**src/rtl/serial_bus_if.sv**
```systemverilog
// Debug/CPU system bus as seen by a bus initiator: address, write data, read data and strobe.
interface serial_bus_if;
    logic        bus_req;
    logic [15:0] address;
    logic [15:0] dout;
    logic [15:0] din;
    logic        rnw;

    modport master (output bus_req, address, dout, rnw, input din);
    modport slave  (input bus_req, address, dout, rnw, output din);
endinterface

```
**src/rtl/serial_bus_master.sv**
```systemverilog
// UART-driven debug bus initiator: 8N1 command frames on rxd become bus reads/writes,
// with read data and ACK/NAK bytes returned on txd.
module serial_bus_master #(
    parameter int unsigned CLKSPEED      = 40000000,
    parameter int unsigned BAUD          = 115200,
    parameter int unsigned TIMEOUT_CYC   = 4000000,
    parameter bit          HALT_ON_RESET = 1'b1
) (
    input  logic            clk,
    input  logic            reset,
    input  logic            rxd,
    output logic            txd,
    output logic            overrun,
    serial_bus_if.master    bus
);

    localparam int unsigned DIV = CLKSPEED / BAUD;
    localparam int unsigned CW  = $clog2(DIV + 1);
    localparam int unsigned TW  = $clog2(TIMEOUT_CYC + 1);

    localparam logic [CW-1:0] DIV_M1  = CW'(DIV - 1);
    localparam logic [CW-1:0] HALF_M1 = CW'(DIV / 2 - 1);
    localparam logic [TW-1:0] TMO_M1  = TW'(TIMEOUT_CYC - 1);

    localparam logic [7:0] CH_H   = 8'h48;
    localparam logic [7:0] CH_G   = 8'h47;
    localparam logic [7:0] CH_W   = 8'h57;
    localparam logic [7:0] CH_R   = 8'h52;
    localparam logic [7:0] CH_ACK = 8'h06;
    localparam logic [7:0] CH_NAK = 8'h15;

    typedef enum logic [2:0] {
        S_IDLE,
        S_ARG,
        S_WR,
        S_RD1,
        S_RD2,
        S_REPLY
    } state_t;

    // ------------------------------------------------------------------ RX
    logic          rxd_s1, rxd_s2, rxd_q;
    logic          rx_busy;
    logic [CW-1:0] rx_cnt;
    logic [3:0]    rx_bit;
    logic [7:0]    rx_shift;
    logic [7:0]    rx_byte;
    logic          rx_valid;
    logic          rx_take_c;

    // Two-flop synchroniser plus one extra stage for falling-edge detection
    always_ff @(posedge clk) begin
        if (reset) begin
            rxd_s1 <= 1'b1;
            rxd_s2 <= 1'b1;
            rxd_q  <= 1'b1;
        end else begin
            rxd_s1 <= rxd;
            rxd_s2 <= rxd_s1;
            rxd_q  <= rxd_s2;
        end
    end

    always_ff @(posedge clk) begin
        if (reset) begin
            rx_busy  <= 1'b0;
            rx_cnt   <= '0;
            rx_bit   <= '0;
            rx_shift <= '0;
            rx_byte  <= '0;
            rx_valid <= 1'b0;
            overrun  <= 1'b0;
        end else begin
            if (rx_take_c)
                rx_valid <= 1'b0;
            if (!rx_busy) begin
                if (rxd_q && !rxd_s2) begin
                    rx_busy <= 1'b1;
                    rx_cnt  <= HALF_M1;
                    rx_bit  <= '0;
                end
            end else if (rx_cnt != '0) begin
                rx_cnt <= rx_cnt - CW'(1);
            end else begin
                rx_cnt <= DIV_M1;
                rx_bit <= rx_bit + 4'd1;
                if (rx_bit == 4'd0) begin
                    // start bit high again at mid-bit: line glitch
                    if (rxd_s2)
                        rx_busy <= 1'b0;
                end else if (rx_bit <= 4'd8) begin
                    rx_shift <= {rxd_s2, rx_shift[7:1]};
                end else begin
                    rx_busy <= 1'b0;
                    if (rxd_s2) begin
                        rx_byte  <= rx_shift;
                        rx_valid <= 1'b1;
                        if (rx_valid && !rx_take_c)
                            overrun <= 1'b1;
                    end
                end
            end
        end
    end

    // ------------------------------------------------------------------ TX
    logic          tx_busy;
    logic [CW-1:0] tx_cnt;
    logic [3:0]    tx_bit;
    logic [8:0]    tx_shift;
    logic [7:0]    tx_buf;
    logic          tx_buf_valid;
    logic          tx_load_c;
    logic [7:0]    tx_data_c;

    // One-byte holding buffer feeding the shifter; start bit goes out on load
    always_ff @(posedge clk) begin
        if (reset) begin
            txd          <= 1'b1;
            tx_busy      <= 1'b0;
            tx_cnt       <= '0;
            tx_bit       <= '0;
            tx_shift     <= '1;
            tx_buf       <= '0;
            tx_buf_valid <= 1'b0;
        end else begin
            if (tx_load_c) begin
                tx_buf       <= tx_data_c;
                tx_buf_valid <= 1'b1;
            end
            if (!tx_busy) begin
                if (tx_buf_valid) begin
                    tx_busy      <= 1'b1;
                    tx_buf_valid <= 1'b0;
                    tx_shift     <= {1'b1, tx_buf};
                    tx_cnt       <= DIV_M1;
                    tx_bit       <= '0;
                    txd          <= 1'b0;
                end
            end else if (tx_cnt != '0) begin
                tx_cnt <= tx_cnt - CW'(1);
            end else if (tx_bit == 4'd9) begin
                tx_busy <= 1'b0;
                txd     <= 1'b1;
            end else begin
                txd      <= tx_shift[0];
                tx_shift <= {1'b1, tx_shift[8:1]};
                tx_bit   <= tx_bit + 4'd1;
                tx_cnt   <= DIV_M1;
            end
        end
    end

    // ------------------------------------------------------------------ command FSM
    state_t        state, state_d;
    logic          cmd_wr, cmd_wr_d;
    logic [2:0]    arg_left, arg_left_d;
    logic [31:0]   args, args_d;
    logic [31:0]   args_nxt;
    logic [TW-1:0] tmo, tmo_d;
    logic          bus_req_q, bus_req_d;
    logic [15:0]   address_q, address_d;
    logic [15:0]   dout_q, dout_d;
    logic          rnw_q, rnw_d;
    logic [15:0]   rep_data, rep_data_d;
    logic [1:0]    rep_left, rep_left_d;

    assign args_nxt = {args[23:0], rx_byte};

    always_ff @(posedge clk) begin
        if (reset) begin
            state     <= S_IDLE;
            cmd_wr    <= 1'b0;
            arg_left  <= '0;
            args      <= '0;
            tmo       <= '0;
            bus_req_q <= HALT_ON_RESET;
            address_q <= '0;
            dout_q    <= '0;
            rnw_q     <= 1'b1;
            rep_data  <= '0;
            rep_left  <= '0;
        end else begin
            state     <= state_d;
            cmd_wr    <= cmd_wr_d;
            arg_left  <= arg_left_d;
            args      <= args_d;
            tmo       <= tmo_d;
            bus_req_q <= bus_req_d;
            address_q <= address_d;
            dout_q    <= dout_d;
            rnw_q     <= rnw_d;
            rep_data  <= rep_data_d;
            rep_left  <= rep_left_d;
        end
    end

    always_comb begin
        state_d    = state;
        cmd_wr_d   = cmd_wr;
        arg_left_d = arg_left;
        args_d     = args;
        tmo_d      = tmo;
        bus_req_d  = bus_req_q;
        address_d  = address_q;
        dout_d     = dout_q;
        rnw_d      = 1'b1;
        rep_data_d = rep_data;
        rep_left_d = rep_left;
        rx_take_c  = 1'b0;
        tx_load_c  = 1'b0;
        tx_data_c  = 8'h00;

        case (state)
            S_IDLE: begin
                if (rx_valid) begin
                    rx_take_c  = 1'b1;
                    rep_data_d = {CH_NAK, 8'h00};
                    rep_left_d = 2'd1;
                    state_d    = S_REPLY;
                    case (rx_byte)
                        CH_H: begin
                            bus_req_d  = 1'b1;
                            rep_data_d = {CH_ACK, 8'h00};
                        end
                        CH_G: begin
                            bus_req_d  = 1'b0;
                            rep_data_d = {CH_ACK, 8'h00};
                        end
                        CH_W, CH_R: begin
                            cmd_wr_d   = (rx_byte == CH_W);
                            arg_left_d = (rx_byte == CH_W) ? 3'd4 : 3'd2;
                            tmo_d      = TMO_M1;
                            rep_left_d = 2'd0;
                            state_d    = S_ARG;
                        end
                        default: ;
                    endcase
                end
            end
            S_ARG: begin
                if (rx_valid) begin
                    rx_take_c  = 1'b1;
                    args_d     = args_nxt;
                    arg_left_d = arg_left - 3'd1;
                    tmo_d      = TMO_M1;
                    if (arg_left == 3'd1) begin
                        // a halted-bus check here keeps a refused W from ever strobing rnw
                        if (!bus_req_q) begin
                            rep_data_d = {CH_NAK, 8'h00};
                            rep_left_d = 2'd1;
                            state_d    = S_REPLY;
                        end else if (cmd_wr) begin
                            address_d = args_nxt[31:16];
                            dout_d    = args_nxt[15:0];
                            rnw_d     = 1'b0;
                            state_d   = S_WR;
                        end else begin
                            address_d = args_nxt[15:0];
                            state_d   = S_RD1;
                        end
                    end
                end else if (tmo == '0) begin
                    state_d = S_IDLE;
                end else begin
                    tmo_d = tmo - TW'(1);
                end
            end
            S_WR: begin
                rep_data_d = {CH_ACK, 8'h00};
                rep_left_d = 2'd1;
                state_d    = S_REPLY;
            end
            S_RD1: begin
                state_d = S_RD2;
            end
            S_RD2: begin
                rep_data_d = bus.din;
                rep_left_d = 2'd2;
                state_d    = S_REPLY;
            end
            S_REPLY: begin
                if (rep_left != 2'd0) begin
                    if (!tx_buf_valid) begin
                        tx_load_c  = 1'b1;
                        tx_data_c  = rep_data[15:8];
                        rep_data_d = {rep_data[7:0], 8'h00};
                        rep_left_d = rep_left - 2'd1;
                    end
                end else if (!tx_busy && !tx_buf_valid && !tx_load_c) begin
                    state_d = S_IDLE;
                end
            end
            default: state_d = S_IDLE;
        endcase
    end

    assign bus.bus_req = bus_req_q;
    assign bus.address = address_q;
    assign bus.dout    = dout_q;
    assign bus.rnw     = rnw_q;

endmodule
```
**src/flat_wrapper.sv**
```systemverilog
// flat-port wrapper written by rule: the top's interface ports become plain ports
module serial_bus_master_flat 
#(
    parameter int unsigned CLKSPEED      = 40000000,
    parameter int unsigned BAUD          = 115200,
    parameter int unsigned TIMEOUT_CYC   = 4000000,
    parameter bit          HALT_ON_RESET = 1'b1
)
  (clk, reset, rxd, txd, overrun, bus_bus_req, bus_address, bus_dout, bus_rnw, bus_din);
  serial_bus_if bus_i ();
  input  logic clk;
  input  logic reset;
  input  logic rxd;
  output logic txd;
  output logic overrun;
  output wire logic [$bits(bus_i.bus_req)-1:0] bus_bus_req;
  output wire logic [$bits(bus_i.address)-1:0] bus_address;
  output wire logic [$bits(bus_i.dout)-1:0] bus_dout;
  output wire logic [$bits(bus_i.rnw)-1:0] bus_rnw;
  input wire logic [$bits(bus_i.din)-1:0] bus_din;
  assign bus_bus_req = bus_i.bus_req;
  assign bus_address = bus_i.address;
  assign bus_dout = bus_i.dout;
  assign bus_rnw = bus_i.rnw;
  assign bus_i.din = bus_din;
  serial_bus_master #(.CLKSPEED(CLKSPEED), .BAUD(BAUD), .TIMEOUT_CYC(TIMEOUT_CYC), .HALT_ON_RESET(HALT_ON_RESET)) u_core (.clk(clk), .reset(reset), .rxd(rxd), .txd(txd), .overrun(overrun), .bus(bus_i));
endmodule
```
**config.mk**
```make
export PLATFORM = sky130hd
export DESIGN_NAME = serial_bus_master_flat
export DESIGN_NICKNAME = d
export VERILOG_FILES = /design/src/rtl/serial_bus_if.sv /design/src/rtl/serial_bus_master.sv /design/src/flat_wrapper.sv
export SDC_FILE = /design/constraint.sdc
export NUM_CORES = 1
export LEC_CHECK = 0
export ABC_AREA = 1
export BUFFER_PORTS_ARGS = -buffer_cell sky130_fd_sc_hd__buf_2
export CAP_MARGIN = 10
export CORE_AREA = 2 2 128 130
export DETAILED_ROUTE_END_ITERATION = 6
export DIE_AREA = 0 0 130 132
export PLACE_DENSITY = 0.7
export SLEW_MARGIN = 20
export SYNTH_ARGS = -nofsm -noshare
export SYNTH_HDL_FRONTEND = slang
export SYNTH_SLANG_ARGS = --single-unit
export TNS_END_PERCENT = 50
```
**constraint.sdc**
```tcl
create_clock -name clk -period 1.85 [get_ports clk]
set_input_delay 0 -clock clk [delete_from_list [all_inputs] [get_ports clk]]
set_output_delay 0 -clock clk [all_outputs]
set_load 0.005 [all_outputs]
```
==> results of run 1 <==
[timing repair]
item / 4_1_cts / 5_1_grt
hold buffers: 17 / 0
endpoints found under the setup margin: 0 / 76
setup buffers: 0 / 4
resized for setup: 0 / 23
endpoints found under the hold margin: 17 / 0
[cells in the final DEF (no fill, tap or decap), types with 5 or more instances in the layout]
| cell | instances |
|---|---|
| sky130_fd_sc_hd__nand2_1 | 223 |
| sky130_fd_sc_hd__dfxtp_1 | 172 |
| sky130_fd_sc_hd__nor2_1 | 156 |
| sky130_fd_sc_hd__o21ai_0 | 133 |
| sky130_fd_sc_hd__a21oi_1 | 105 |
| sky130_fd_sc_hd__inv_1 | 93 |
| sky130_fd_sc_hd__buf_2 | 54 |
| sky130_fd_sc_hd__nand3_1 | 45 |
| sky130_fd_sc_hd__buf_4 | 39 |
| sky130_fd_sc_hd__nand4_1 | 20 |
| sky130_fd_sc_hd__clkbuf_16 | 17 |
| sky130_fd_sc_hd__dlygate4sd3_1 | 17 |
| sky130_fd_sc_hd__nand2_2 | 13 |
| sky130_fd_sc_hd__inv_2 | 10 |
| sky130_fd_sc_hd__ha_1 | 10 |
| sky130_fd_sc_hd__a21oi_2 | 9 |
| sky130_fd_sc_hd__nor3_1 | 6 |
| sky130_fd_sc_hd__nor2_2 | 6 |
| sky130_fd_sc_hd__or2_2 | 6 |
| sky130_fd_sc_hd__xor2_1 | 5 |
[worst min-delay path: cells and delay by family]
| kind | cells | cell delay, ns |
|---|---|---|
| buffers and inverters | 2 | 0.27 |
| and+or+nand+nor | 1 | 0.15 |
[registers in the layout, summed over array words and instances, names as in the netlist, 9 cells and up]
name / cells
u_core.tmo: 22
u_core.args: 24
u_core.bus.address: 16
u_core.bus.dout: 16
u_core.rx_cnt: 9
u_core.rep_data: 16
u_core.tx_cnt: 9
[through the flow]
stage / hold WS (ns) / util (%)
finish: 0.03546 / 59.00
global route: 0.08216 / 59.00
CTS: 0.04552 / 58.36
detailed placement: 0.1891 / 53.71
global placement: 0.1845 / 53.71
floorplan: 0.1038 / -
[cell families (layout without fill, tap and decap cells)]
family	after synthesis	after routing	synth area share (%)
simple gates	494	494	27.17
fa+ha+maj	10	10	1.614
buf+inv	150	247	7.570
xor+xnor	7	7	0.7910
compound gates	268	268	18.43
flops	172	172	44.42
[synthesized netlist by cell type (2+ instances only)]
master	number	area (µm²)
sky130_fd_sc_hd__nand2_1	227	852.1
sky130_fd_sc_hd__dfxtp_1	172	3443
sky130_fd_sc_hd__nor2_1	159	596.8
sky130_fd_sc_hd__o21ai_0	135	675.7
sky130_fd_sc_hd__a21oi_1	105	525.5
sky130_fd_sc_hd__inv_1	96	360.4
sky130_fd_sc_hd__nand3_1	47	235.2
sky130_fd_sc_hd__clkbuf_1	39	146.4
sky130_fd_sc_hd__nand4_1	20	125.1
sky130_fd_sc_hd__nand2_2	11	68.82
sky130_fd_sc_hd__a21oi_2	10	87.58
sky130_fd_sc_hd__ha_1	10	125.1
sky130_fd_sc_hd__nor3_1	7	35.03
sky130_fd_sc_hd__inv_2	6	22.52
sky130_fd_sc_hd__or2_2	6	37.54
sky130_fd_sc_hd__nor2_2	5	31.28
sky130_fd_sc_hd__xor2_1	5	43.79
sky130_fd_sc_hd__a22o_1	4	35.03
sky130_fd_sc_hd__buf_2	3	15.01
sky130_fd_sc_hd__nand3b_1	3	22.52
sky130_fd_sc_hd__o211ai_1	3	22.52
sky130_fd_sc_hd__a221oi_1	2	17.52
sky130_fd_sc_hd__a31oi_1	2	12.51
sky130_fd_sc_hd__buf_1	2	7.510
sky130_fd_sc_hd__nor2_4	2	22.52
sky130_fd_sc_hd__nor3b_1	2	15.01
sky130_fd_sc_hd__o22ai_1	2	12.51
sky130_fd_sc_hd__xnor2_1	2	17.52
[cell type report]
class	instances	share of cell area, %
Sequential cell	172	37.14
Timing Repair Buffer	114	8.773
Tap cell	216	2.915
Clock inverter	10	1.269
Clock buffer	19	4.778
Multi-Input combinational cell	779	40.86
Inverter	104	4.265
[where the power goes]
group | leakage [nW] | total [mW] | internal, mW | switching (mW)
clock network | 0.275 | 3.48 | 2.01 | 1.47
logic | 2.45 | 1.18 | 0.440 | 0.736
registers | 1.39 | 3.87 | 3.80 | 0.0688
total | 4.12 | 8.52 | 6.24 | 2.28
[path summary, 6_finish.rpt]
| kind | from | to | slack [ns] | cells past startpoint |
|---|---|---|---|---|
| max | u_core.tx_bit[1] | u_core.tx_cnt[4] | 0.1 | 9 |
| min | reset | u_core.bus.rnw | 0.04 | 3 |
| max reg2reg | u_core.tx_bit[1] | u_core.tx_cnt[4] | 0.1 | 9 |
| min reg2reg | u_core.rxd_s1 | u_core.rxd_s2 | 0.41 | 1 |
[per-layer routing]
metal  vias to the layer above  global-route usage (%)  share of wire [%]
li1                       3767                       -                  -
met1                      3351                   28.93                 47
met2                       135                   36.91                 48
met3                        19                   4.627                3.9
met4                         0                   6.153                1.3
met5                         -                       0                  0
==> impl_metrics.csv, run 1 <==
group,metric,value,unit
outcome,status,"complete, no violations",
floorplan,floorplan.die_area,0.01716,mm²
power_and_ir_drop,power.density_cell_area,919.1,mW/mm²
critical_path,critical-path-top-delay-family,"compound AO/OA/AOI/OAI gates",
worst_hold_path,min_path_type,"input port to flop",
route,routed_via_density,5.143,
critical_path,worst_ep_arrival_time,2.04,ns
yosys,number_of_nets_produced_by_synthesis,1130,
cts,clkLatencyLatePin,0.43,ns
yosys,seq_area_frac_synth,44.42,%
floorplan,core.rowCount,46,
critical_path,critical_path.startpoint_type,"flop",
critical_path,setup.worst_path.class,"flop to flop",
final_layout,final_cell_area,0.009270,mm²
final_layout,area_growth_syn_to_layout,19.60,%
timing,worst_pin_slew,0.5761,ns
timing,timing.setup.tns,0,ns
power_and_ir_drop,totalPowerFinal,8.520,mW
route,detailedRoute.firstIterationViolations,467,
placed_design,place.detailed.instances,1364,
route,detail_route.wl_per_cell,13.20,µm
placed_design,place.port_buffers,54,
timing,min_period,1.753,ns
placed_design,dpl.hpwl,12.34,mm
critical_path,critPathMaxStageDelay,0.39,ns
power_and_ir_drop,max-vdd-ir-drop,0.7406,mV
cts,clock_sink_count,172,
critical_path,cp_num_buf_inv,3,
yosys,syn-cell-area,0.007751,mm²
timing,hold_viol_final,0,
global_routing,grt_start_max_net_pins,50,
cts,htree_levels,4,
cts,ctsLongestPathBuffers,2,
timing,max_freq,570.5,MHz
final_layout,ff_latch_area,0.003443,mm²
timing,final_setup_margin,0.09725,ns
yosys,synth-warning-count,0,
yosys,synth-edff-count,0,
timing,rsz0062_at_grt,"true",
floorplan,die-height,132,µm
yosys,syn_avg_cell_area,7.040,µm²
timing,final-max-slew-violation-count,0,
route,vias,7272,
final_layout,multi_input_gate_area,0.003787,mm²
global_routing,grt_use_total,22.14,%
floorplan,initial_utilization,49.33,%
global_routing,number_of_global_route_vias_before_repair,6711,
route,drc,0,
critical_path,crit_chain,"inv_1, ha_1, nand3_1, a21oi_1, a21oi_4, buf_12, buf_4, a21oi_1, a21oi_1",
floorplan,design.core.area,0.01571,mm²
route,firstDrtPassIters,5,
floorplan,horizontal_extent_of_the_die,130,µm
power_and_ir_drop,leakage_power,4.116,nW
yosys,async_flop_share,0,%
critical_path,critical-path-top-cell-by-count,"sky130_fd_sc_hd__a21oi_1",
global_routing,wire_length_of_the_first_global_routing_pass,30.97,mm
route,wirelength,18.66,mm
final_layout,fillCellCount,1488,
cts,clk_root_buffer_cell,"sky130_fd_sc_hd__clkbuf_16",
critical_path,critical_path_peak_fanout,7,
job,cap_violations,0,
placed_design,post-place-ws,0.04917,ns
yosys,mapped_cells,1101,
cts,cts_made_buffers,17,
timing,max-slew-margin-rel,61.59,%
final_layout,finish.net_count,1217,
cts,cts_tree,"yes",
placed_design,post_dp_cell_area,0.008439,mm²
floorplan,floorplan.io_pins,55,
critical_path,critical_path_required,2.13,ns
timing,fin_crit_sh,94.74,%
cts,worst_setup_hold_path_clk_slew,0.06,ns
critical_path,endpoint_kind,"flop",
final_layout,finish.cell_count_without_fillers,1414,
final_layout,share_of_layout_cells_above_drive_strength_1,15.36,%
yosys,synth.ff_latch_count,172,
timing,final_setup_violation_count,0,
final_layout,insertedDiodeCount,0,
global_routing,initial_antenna_violation_count,0,
placed_design,gpl.final_weighted_congestion,0.8896,
critical_path,critical-path-slowest-cell,"sky130_fd_sc_hd__a21oi_1",
timing,timing.clock.skew,0.009291,ns
global_routing,globalRoute.totalOverflow,0,
route,drt.antenna.violating_nets,0,
yosys,synth_cell_types,42,
yosys,synth_top_flop_cell,"sky130_fd_sc_hd__dfxtp_1",
Note: power is estimated with default switching activity, not from simulation.
==> inputs of run 2 (changes only) <==
- GPL_TIMING_DRIVEN: default -> 0
- clock period: 1.85 -> 1.6 ns (I/O delays scaled with it)
==> run 2 against run 1 <==
The flow now finishes with violations (setup timing). Clock power rose by 21%. Clock-buffer cell count fell by 1. Via count rose by 14%. Routed wire length rose by 36%. Clock skew rose by 0.0011 ns. Critical path type unchanged. Largest power group unchanged.
==> impl_metrics.csv, run 2 (same netlist as run 1, synthesis figures left out) <==
group,metric,value,unit
placed_design,place.port_buffers,53,
cts,clock_sink_count,172,
route,vias,8323,
timing,final_setup_violation_count,99,
power_and_ir_drop,clockPowerShare,39.0,%
cts,clk_root_buffer_cell,"sky130_fd_sc_hd__clkbuf_16",
timing,hold_viol_final,0,
critical_path,critical_path.startpoint_type,"flop",
timing,timing.clock.skew,0.01037,ns
outcome,status,"complete, but fails checks",
cts,htree_levels,4,
final_layout,final_cell_area,0.01107,mm²
final_layout,fillCellCount,1162,
route,detail_route.wl_per_cell,16.89,µm
final_layout,largest-register,"u_core.args",
outcome,violations_in_the_final_reports,"setup timing",
final_layout,layout_commonest_cell,"sky130_fd_sc_hd__dfxtp_1",
timing,fin_crit_sh,114.2,%
global_routing,initial_antenna_violation_count,0,
final_layout,biggestRegsByFlops,"u_core.args: 24 flops, u_core.tmo: 22 flops",
critical_path,worst_ep_arrival_time,2.21,ns
global_routing,grt_start_max_net_pins,17,
final_layout,area_growth_syn_to_layout,42.82,%
power_and_ir_drop,power_report.internal_total,7.612,mW
floorplan,floorplan.die_area,0.01716,mm²
global_routing,grt_use_total,27.86,%
timing,max-slew-margin-rel,41.05,%
floorplan,horizontal_extent_of_the_die,130,µm
route,detailedRoute.firstIterationViolations,671,
final_layout,finish.cell_count_without_fillers,1505,
cts,cts_made_buffers,17,
route,firstDrtPassIters,5,
final_layout,layout.cells.most_common_list,"sky130_fd_sc_hd__dfxtp_1 (162), sky130_fd_sc_hd__nand2_1 (155), sky130_fd_sc_hd__nor2_1 (120)",
power_and_ir_drop,netSwitchingFraction,29.56,%
cts,cts_tree,"yes",
critical_path,critical_path_peak_fanout,2,
floorplan,core.rowCount,46,
cts,clkLatencyLatePin,0.44,ns
global_routing,globalRoute.totalOverflow,0,
floorplan,design.core.area,0.01571,mm²
power_and_ir_drop,switching_component_of_the_power,3.194,mW
timing,final-max-slew-violation-count,0,
placed_design,place.detailed.instances,1370,
worst_hold_path,min_path_type,"input port to flop",
route,wirelength,25.43,mm
placed_design,gpl.final_weighted_congestion,0.9454,
final_layout,largest_register_ff_count,24,
global_routing,number_of_global_route_vias_before_repair,7806,
final_layout,finish.net_count,1306,
power_and_ir_drop,leakage_power,4.819,nW
timing,min_period,1.828,ns
placed_design,post_dp_cell_area,0.008342,mm²
critical_path,critical_path_required,1.98,ns
timing,worst_pin_slew,0.8843,ns
route,drt.antenna.violating_nets,0,
power_and_ir_drop,gate_power_share,19.4,%
critical_path,setup.worst_path.class,"flop to flop",
floorplan,initial_utilization,49.33,%
timing,final_setup_margin,-0.2276,ns
cts,ctsLongestPathBuffers,2,
job,cap_violations,0,
power_and_ir_drop,power.density_cell_area,976.0,mW/mm²
critical_path,endpoint_kind,"flop",
final_layout,share_of_layout_cells_above_drive_strength_1,34.68,%
power_and_ir_drop,max-vdd-ir-drop,0.8667,mV
final_layout,insertedDiodeCount,0,
route,drc,0,
timing,rsz0062_at_grt,"true",
power_and_ir_drop,power.sequential.fraction,41.6,%
cts,worst_setup_hold_path_clk_slew,0.07,ns
route,routed_via_density,5.530,
placed_design,dpl.hpwl,14.22,mm
floorplan,die-height,132,µm
timing,max_freq,547.2,MHz
floorplan,floorplan.io_pins,55,
global_routing,wire_length_of_the_first_global_routing_pass,38.34,mm
## run 2: timing repair
item / in CTS / in global routing
gates cloned: 8 / 2
setup endpoints to repair: 139 / 152
hold buffers: 15 / 0
pin swaps: 48 / 51
setup buffers: 61 / 20
hold endpoints to repair: 15 / 0
resized for setup: 219 / 179
## run 2: metrics by stage
stage	hold slack (ns)	setup WS [ns]	TNS [ns]	util (%)	total power, mW
2_1_floorplan	0.1038	-0.09298	-2.950	-	5.531
3_3_place_gp	0.1913	-0.6442	-48.26	53.09	5.826
3_5_place_dp	0.1876	-0.6732	-51.88	53.09	5.841
4_1_cts	0.002952	-0.1596	-7.056	65.95	10.51
5_1_grt	0.04740	-0.2984	-20.75	70.46	11.24
6_report	0.003514	-0.2276	-13.74	70.46	10.81
## run 2: layout make-up
| class | instances | area [µm²] | area share, % |
|---|---|---|---|
| repair buffers | 158 | 1303 | 11.77 |
| plain buffers | 44 | 345.3 | 3.119 |
| flip-flops and latches | 172 | 3458 | 31.24 |
| clock buffers | 18 | 439.2 | 3.967 |
| repair inverters | 1 | 11.26 | 0.1017 |
| clock inverters | 13 | 152.6 | 1.379 |
| inverters | 104 | 432.9 | 3.910 |
| multi-input cells | 779 | 4658 | 42.08 |
| well taps | 216 | 270.3 | 2.441 |
## run 2: layer usage
layer / global-route usage [%] / vias up / wire [µm]
met5: 0 / - / 0
met4: 10.39 / 0 / 916
met3: 6.656 / 89 / 1829
met2: 44.74 / 373 / 12220
met1: 36.26 / 3903 / 10460
li1: - / 3958 / -
## run 2: critical path, stage by stage (launching register included)
cell,delay (ns)
sky130_fd_sc_hd__dfxtp_2,0.33
sky130_fd_sc_hd__inv_2,0.07
sky130_fd_sc_hd__ha_4,0.16
sky130_fd_sc_hd__nand3_4,0.10
sky130_fd_sc_hd__buf_4,0.16
sky130_fd_sc_hd__buf_4,0.12
sky130_fd_sc_hd__buf_4,0.12
sky130_fd_sc_hd__buf_4,0.12
sky130_fd_sc_hd__buf_4,0.12
sky130_fd_sc_hd__buf_4,0.12
sky130_fd_sc_hd__nor3_2,0.13
sky130_fd_sc_hd__o21ai_1,0.10
sky130_fd_sc_hd__nand2_1,0.11
## run 2: power by group through the flow
stage | Sequential (mW) | Combinational, mW | Clock, mW
final | 4.49 | 2.10 | 4.21
after global placement | 4.56 | 1.27 | 0
after global routing | 4.50 | 2.27 | 4.47
after CTS | 4.48 | 1.78 | 4.24
after floorplan | 4.54 | 0.989 | 0
after detailed placement | 4.56 | 1.28 | 0
## run 2: path summary, 6_finish.rpt
path	startpoint	end	slack, ns	depth (start not counted)
max	u_core.tx_cnt[0]	u_core.tx_cnt[6]	-0.23	12
min	bus_din[14]	u_core.rep_data[14]	0.004	4
max reg2reg	u_core.tx_cnt[0]	u_core.tx_cnt[6]	-0.23	12
min reg2reg	u_core.rxd_s1	u_core.rxd_s2	0.41	1
